File: config.mk
export PLATFORM = sky130hd
export DESIGN_NAME = utf8_rx_decoder
export DESIGN_NICKNAME = d
export VERILOG_FILES = /design/src/rtl/utf8_rx_decoder.sv
export SDC_FILE = /design/constraint.sdc
export NUM_CORES = 1
export LEC_CHECK = 0
export CAP_MARGIN = 10
export CORE_AREA = 5 5 92 94
export CTS_CLUSTER_DIAMETER = 30
export CTS_CLUSTER_SIZE = 28
export DETAILED_ROUTE_END_ITERATION = 6
export DIE_AREA = 0 0 97 99
export GPL_TIMING_DRIVEN = 0
export HOLD_SLACK_MARGIN = 0.15
export PLACE_DENSITY_LB_ADDON = 0.3
export REMOVE_ABC_BUFFERS = 1
export SETUP_SLACK_MARGIN = 0.2
export SLEW_MARGIN = 20
export SYNTH_ARGS = -nofsm -noshare
export SYNTH_HDL_FRONTEND = slang
export SYNTH_SLANG_ARGS = --single-unit
File: constraint.sdc
create_clock -name clk -period 3.1 [get_ports clk]
set_input_delay 0.31 -clock clk [delete_from_list [all_inputs] [get_ports clk]]
set_output_delay 0.31 -clock clk [all_outputs]
set_load 0.05 [all_outputs]
File: src/rtl/utf8_rx_decoder.sv
// utf8_rx_decoder: assembles a UTF-8 byte stream into 21-bit code points with length/error status
// behind a one-entry valid/ready output slot and a sticky overrun flag.
module utf8_rx_decoder #(
  parameter int TIMEOUT_CYCLES = 100_000
) (
  input  logic        clk,
  input  logic        rst_n,
  input  logic [7:0]  byte_in,
  input  logic        byte_valid,
  input  logic        cp_ready,
  output logic        cp_valid,
  output logic [20:0] cp_data,
  output logic [2:0]  cp_len,
  output logic        cp_err,
  output logic        busy,
  output logic        overrun
);
  localparam int TW = $clog2(TIMEOUT_CYCLES);
  localparam logic [TW-1:0] T_LAST = TW'(TIMEOUT_CYCLES - 1);
  localparam logic [20:0] REPL = 21'h00FFFD;
  typedef enum logic {IDLE, COLLECT} state_t;
  state_t state, state_n;
  logic [20:0] acc, acc_n, e_data;
  logic [2:0] len, len_n, got, got_n, e_len;
  logic [TW-1:0] timer, timer_n;
  logic [7:0] pend, pend_n, b;
  logic pend_v, pend_v_n, free, replay, have, drop, emit, e_err;
  function automatic logic bad_cp(input logic [20:0] v, input logic [2:0] n);
    return (n == 3'd2 && v < 21'h80) || (n == 3'd3 && v < 21'h800) || (n == 3'd4 && v < 21'h10000) ||
           (v >= 21'h0D800 && v <= 21'h0DFFF) || v > 21'h10FFFF;
  endfunction
  always_comb begin
    free = !cp_valid || cp_ready;
    replay = state == IDLE && pend_v && free;
    have = replay || (byte_valid && !pend_v);
    drop = byte_valid && pend_v;
    b = replay ? pend : byte_in;
    state_n = state;
    acc_n = acc;
    len_n = len;
    got_n = got;
    timer_n = timer;
    pend_v_n = pend_v && !replay;
    pend_n = pend;
    emit = 1'b0;
    e_data = REPL;
    e_len = got;
    e_err = 1'b1;
    if (state == IDLE) begin
      if (have) begin
        if (!b[7]) begin
          emit = 1'b1;
          e_data = {13'd0, b};
          e_len = 3'd1;
          e_err = 1'b0;
        end else if (b[7:5] == 3'b110 || b[7:4] == 4'b1110 || b[7:3] == 5'b11110) begin
          state_n = COLLECT;
          got_n = 3'd1;
          timer_n = '0;
          len_n = b[5] ? (b[4] ? 3'd4 : 3'd3) : 3'd2;
          acc_n = {13'd0, b & (8'h7F >> len_n)};
        end else begin
          emit = 1'b1;
          e_len = 3'd1;
        end
      end
    end else if (byte_valid) begin
      if (b[7:6] == 2'b10) begin
        acc_n = 21'({acc, b[5:0]});
        got_n = got + 3'd1;
        timer_n = '0;
        if (got_n == len) begin
          emit = 1'b1;
          state_n = IDLE;
          e_len = len;
          e_err = bad_cp(acc_n, len);
          e_data = e_err ? REPL : acc_n;
        end
      end else begin
        // interrupting byte is kept and replayed as a lead byte once the slot frees
        emit = 1'b1;
        state_n = IDLE;
        pend_v_n = 1'b1;
        pend_n = b;
      end
    end else if (timer == T_LAST) begin
      emit = 1'b1;
      state_n = IDLE;
    end else begin
      timer_n = timer + 1'b1;
    end
  end
  always_ff @(posedge clk or negedge rst_n) begin
    if (!rst_n) begin
      state <= IDLE;
      acc <= '0;
      len <= '0;
      got <= '0;
      timer <= '0;
      pend <= '0;
      pend_v <= 1'b0;
      cp_valid <= 1'b0;
      cp_data <= '0;
      cp_len <= '0;
      cp_err <= 1'b0;
      overrun <= 1'b0;
    end else begin
      state <= state_n;
      acc <= acc_n;
      len <= len_n;
      got <= got_n;
      timer <= timer_n;
      pend <= pend_n;
      pend_v <= pend_v_n;
      if (emit && free) begin
        cp_valid <= 1'b1;
        cp_data <= e_data;
        cp_len <= e_len;
        cp_err <= e_err;
      end else if (cp_ready) begin
        cp_valid <= 1'b0;
      end
      if ((emit && !free) || drop) overrun <= 1'b1;
    end
  end
  assign busy = state == COLLECT || pend_v;
endmodule

# Word-level counts from Yosys, hierarchy flattened
# Cells that the tools add are included.
[word_totals] ff_bits=75 inputBits=12 output_inout_bits=28 word_cells=133
[op_classes] addsub=2 magnitude_cmp=6 n_eq_ne=13 n_shift=1 n_mux=63 bitwise_logic=3 reduce_logical=33
[op_table] op="17-bit 2-to-1 mux" count=7
[op_table] op="21-bit 2-to-1 mux" count=5
[op_table] op="15-bit 2-to-1 mux" count=6
[op_table] op="3-bit 2-to-1 mux" count=15
[op_table] op="16-bit 2-to-1 mux" count=2
[op_table] op="1-bit 2-to-1 mux" count=27
[op_table] op="21-bit by 16-bit greater-or-equal comparator with 1-bit output, second input constant" count=1
[op_table] op="21-bit greater-than comparator, second input constant" count=1
[op_table] op="21-bit by 16-bit less-or-equal comparator with 1-bit output, second input constant" count=1
[op_table] op="21-bit by 12-bit less-than comparator with 1-bit output, second input constant" count=1
[op_table] op="21-bit by 17-bit less-than comparator with 1-bit output, second input constant" count=1
[op_table] op="21-bit by 8-bit less-than comparator with 1-bit output, second input constant" count=1
[op_table] op="17-bit by 1-bit adder with 17-bit output, second input constant" count=1
[op_table] op="17-bit equality test, second input constant" count=1
[op_table] op="1-bit logical AND" count=11
[op_table] op="1-bit logical OR" count=10
[op_table] op="5-bit AND reduction" count=2
[op_table] op="8-bit bitwise AND" count=1
[op_table] op="8-bit 2-to-1 mux" count=1
[op_table] op="2-bit nonzero test" count=4
[op_table] op="7-bit by 3-bit >> shifter with 8-bit output, first input constant" count=1
[op_table] op="3-bit by 2-bit equality test with 1-bit output, second input constant" count=2
[op_table] op="3-bit equality test, second input constant" count=2
[op_table] op="5-bit equality test, second input constant" count=1
[op_table] op="12 further kinds" count=16

# Depth between registers and ports, before layout
[depth] depth_word=15 ltp_mapped=9 ltp_nobuf=7

# Least setup slack after synthesis
# No wires, ideal clock.
[synth_timing] path_kind="register -> register" start="reg timer[0]" end="reg timer[11]" setup_ps=78 arrival_ps=2062 t_required_ps=3022 setup_slack_ps=959 stages_incl_launch_ff=10 path_buffers=2 period_less_slack_ps=2141 path_cell_list="dfrtp_1 > ha_1 > and3_1 > buf_6 > and4bb_4 > a31oi_4 > nor2_2 > buf_6 > or3_1 > a21oi_1"
[synth_via] elab_chain_len=4 word_cells_on_any_way=7 cone_classes="add/sub: 1; eq/ne: 2; mux: 3; reduce/logical: 1"
[synth_rtl] element="start, declared" line_no="25" source="logic [TW-1:0] timer, timer_n;"
[synth_rtl] element="start signal, assigned" line_no="112" source="timer <= timer_n;"
[synth_rtl] element="17-bit by 1-bit adder with 17-bit output" line_no="90" source="timer_n = timer + 1'b1;"
[synth_rtl] element="17-bit 2-to-1 mux" line_no="86" source="end else if (timer == T_LAST) begin"
[synth_rtl] element="17-bit 2-to-1 mux" line_no="67" source="end else if (byte_valid) begin"
[synth_rtl] element="17-bit 2-to-1 mux" line_no="49" source="if (state == IDLE) begin"
# Parallel ways exist; a longest one is shown, timed or not. The select of a mux whose other input is x is not followed.
# A chain may end at the register's enable or synchronous reset.

# Worst setup path in the final report
[layout_timing] start="reg timer[0]" end="reg cp_data[11]"
[layout_via] elab_chain_len=5
[layout_rtl] element="17-bit equality test" line_no="86"
[layout_rtl] element="1-bit 2-to-1 mux" line_no="86"
[layout_rtl] element="1-bit 2-to-1 mux" line_no="67"
[layout_rtl] element="1-bit 2-to-1 mux" line_no="49"
[layout_rtl] element="1-bit logical AND" line_no="115" source="if (emit && free) begin"
[layout_rtl] element="end signal, assigned" line_no="117" source="cp_data <= e_data;"
[layout_rtl] element="end, declared" line_no="12" source="output logic [20:0] cp_data,"
# No other way between the ends.

==> impl_metrics.toml <==
[grt]
antenna_found_initial = 0
grt_usage_pct = 16.84
grt_pass1_wl_um = 13310
grt_pass1_vias = 2799
grt_max_degree = 45
grt_overflow = 0

[timing]
max-slew-margin-rel_pct = 49.40
finalSetupTns_ns = 0
fin_crit_sh_pct = 84.75
worst_pin_slew_ns = 0.7545
finClkSkew_ns = 0.01309
clock.fmax_mhz = 380.6
fin_crit_ns = 2.627
hold_violations = 0
rsz0062_at_grt = "no"
finalMaxSlewViolations = 0
finalSetupViolCount = 0

[cts]
numCtsBuffers = 9
root_buffer = "clkbuf_8"
cts_buffer_depth = 2
htreeDepth = 3
clock-sinks = 75
cts_tree = "yes"
postCtsSetupBuffers = 0
clk_latency_ns = 0.35
clk_pin_slew_ns = 0.08

[yosys]
synth_edf_count = 0
yosysMostFrequentCell = "dfrtp_1"
ys_top_cells_by_area = "dfrtp_1 51%, nand2_1 5.6%, nor2_1 4.6%"
yosysWarnings = 0
synth_seq_cells = 75
netlist.area_leader.share_pct = 51.44
synth_ff_type = "dfrtp_1"
yosysSeqAreaShare_pct = 51.44
ys_types = 52
synthTopCellsByCount = "75 x dfrtp_1, 54 x nand2_1, 45 x nor2_1"
syn-instance-count = 378
synth_top_area_cell = "dfrtp_1"
netlist_area_um2 = 3648
syn_avg_cell_area_um2 = 9.652
async_flop_share_pct = 100.0

[critical_path]
worstSetupStartpoint = "timer[0]$_DFFE_PN0P_"
critPathSlowestCell = "a31oi_4"
max_stage_delay_ns = 0.66
rr_endpoint = "cp_data[11]$_DFFE_PN0P_"
crit_fanout = 22
cp.depth = 7
critPathCaptureType = "register"
criticalPathCategory = "reg2reg"
worst-path-buf-inv = 0
worstPathRequired_ns = 3.37
cp_cell_sequence = "ha_1 > and3_1 > and4bb_4 > nand3_1 > a31oi_4 > nor2_1 > a31oi_1"
critical-path-top-delay-family = "simple AND/OR/NAND/NOR gates"
reg2reg_depth = 7
start_kind = "register"
critPathArrivalTime_ns = 2.90
reg2reg_from = "timer[0]$_DFFE_PN0P_"
r2r_slack_ns = 0.47

[detailed_routing]
wl_um = 8078
dr.pass1.iters = 4
post-route-drc-count = 0
vias_per_cell = 5.605
ant_nets = 0
drtIter0Drc = 145
wl_per_cell_um = 15.66
vias = 2892

[job]
maxCapViolations = 0

[finish]
area_delta_synth_final_pct = 18.90
antenna_cells = 0
drive_above_1_share_pct = 8.454
layout.nets = 424
utilization_pct = 57.32
n_fill_cell = 647

[power]
p_leak_nw = 1.786
p_per_area_nw_per_um2 = 927.0
ir_drop_v = 0.0003931

[die]
die_h_um = 99
initial_core_util_pct = 48.21
ios = 40
core-area_um2 = 7567
dieArea_um2 = 9603
fp-row-count = 32
die_w_um = 97

[placed_design]
portBuffers = 39
gp_congestion = 0.8420
hpwl_um = 5398

[hold_path]
hp-class = "in2async"

[status]
status = "finished clean"
[logic make-up after synthesis]
family,count (synthesis),synth area share (%)
muxes,14,4.047
xor gates and xnor gates,12,3.292
and+or+nand+nor,156,20.34
buffers and inverters,29,3.841
AOI/OAI and AO/OA,90,16.36
DFF,75,51.44
adders and majority gates,2,0.6858
[worst register-to-register path: cells and delay by family (launching register included)]
family                     cells  cell delay (ns)
AOI/OAI and AO/OA              2             0.83
and+or+nand+nor                4             1.08
DFF                            1             0.43
adders and majority gates      1             0.21
[cell usage in the layout (no fill, tap or decap), types with 2 or more instances in the layout]
master	netlist	layout
a21oi_1	14	14
a221oi_1	2	2
a31oi_1	18	18
a31oi_4	2	3
and2_1	4	4
and3_1	5	5
and4_1	2	2
bufinv_16	0	2
clkbuf_8	0	9
clkdlybuf4s50_1	0	38
dfrtp_1	75	74
ha_1	2	2
inv_1	8	8
mux2_2	6	6
mux2i_1	8	8
nand2_1	54	54
nand3_1	14	14
nand3b_1	4	4
nand4_1	4	4
nor2_1	45	45
nor2b_1	4	4
nor3_1	3	3
nor4_1	2	2
nor4b_1	2	2
o2111ai_1	5	5
o211ai_1	2	2
o21ai_0	33	33
o31ai_1	2	2
or3_1	5	5
xor2_1	10	10
[report_power, final]
group / leakage [nW] / switching (mW) / internal (mW)
clock: 0.106 / 0.366 / 0.451
sequential: 0.914 / 0.286 / 1.25
combinational: 0.766 / 1.08 / 0.587
[state kept, by name, indices dropped and copies added (netlist names)]
name      count
pend_v        1
cp_valid      1
state         1
timer        17
cp_data      21
got           3
len           3
cp_len        3
cp_err        1
overrun       1
acc          15
pend          8
[what timing repair did]
action                                 CTS  global route
setup endpoints to repair                0            27
resized for setup                        0             4
hold buffers                             1             0
endpoints found under the hold margin   31             0
[per-stage QoR]
stage	worst slack (ns)	hold WS, ns	cell area, um2	cells	power [mW]
floorplan	0.8306	0.01441	3538	357	2.655
global placement	-0.8580	0.4546	4056	498	3.137
detailed placement	0.1173	0.2803	4081	499	3.176
CTS	0.2147	0.4395	4305	515	4.001
global route	0.2053	0.4686	4338	516	4.291
finish	0.4727	0.4277	4338	516	4.021
[worst max path at each step]
| stage | endpoint | slack (ns) |
|---|---|---|
| floorplan | cp_len[0]$_DFFE_PN0P_ | 0.83 |
| global placement | timer[4]$_DFFE_PN0P_ | -0.86 |
| detailed placement | got[0]$_DFFE_PN0P_ | 0.12 |
| CTS | cp_data[11]$_DFFE_PN0P_ | 0.21 |
| global route | cp_data[2]$_DFFE_PN0P_ | 0.21 |
| finish | cp_data[11]$_DFFE_PN0P_ | 0.47 |
[routing by layer]
metal | track usage (%) | part of all wire [%]
met5 | 0 | 0
met4 | 4.644 | 1.2
met3 | 4.600 | 5.0
met2 | 29.94 | 51
met1 | 20.12 | 43
[final cells by class]
class	instances	area, um2	share of cell area [%]
timing repair buffer	41	425.4	9.807
tap	102	127.6	2.942
clock inverter	6	90.09	2.077
multi-input combinational	275	1663	38.33
inverter	8	30.03	0.6922
clock buffer	9	123.9	2.855
sequential	75	1878	43.29
No activity file was read; power rests on OpenSTA's default activity.
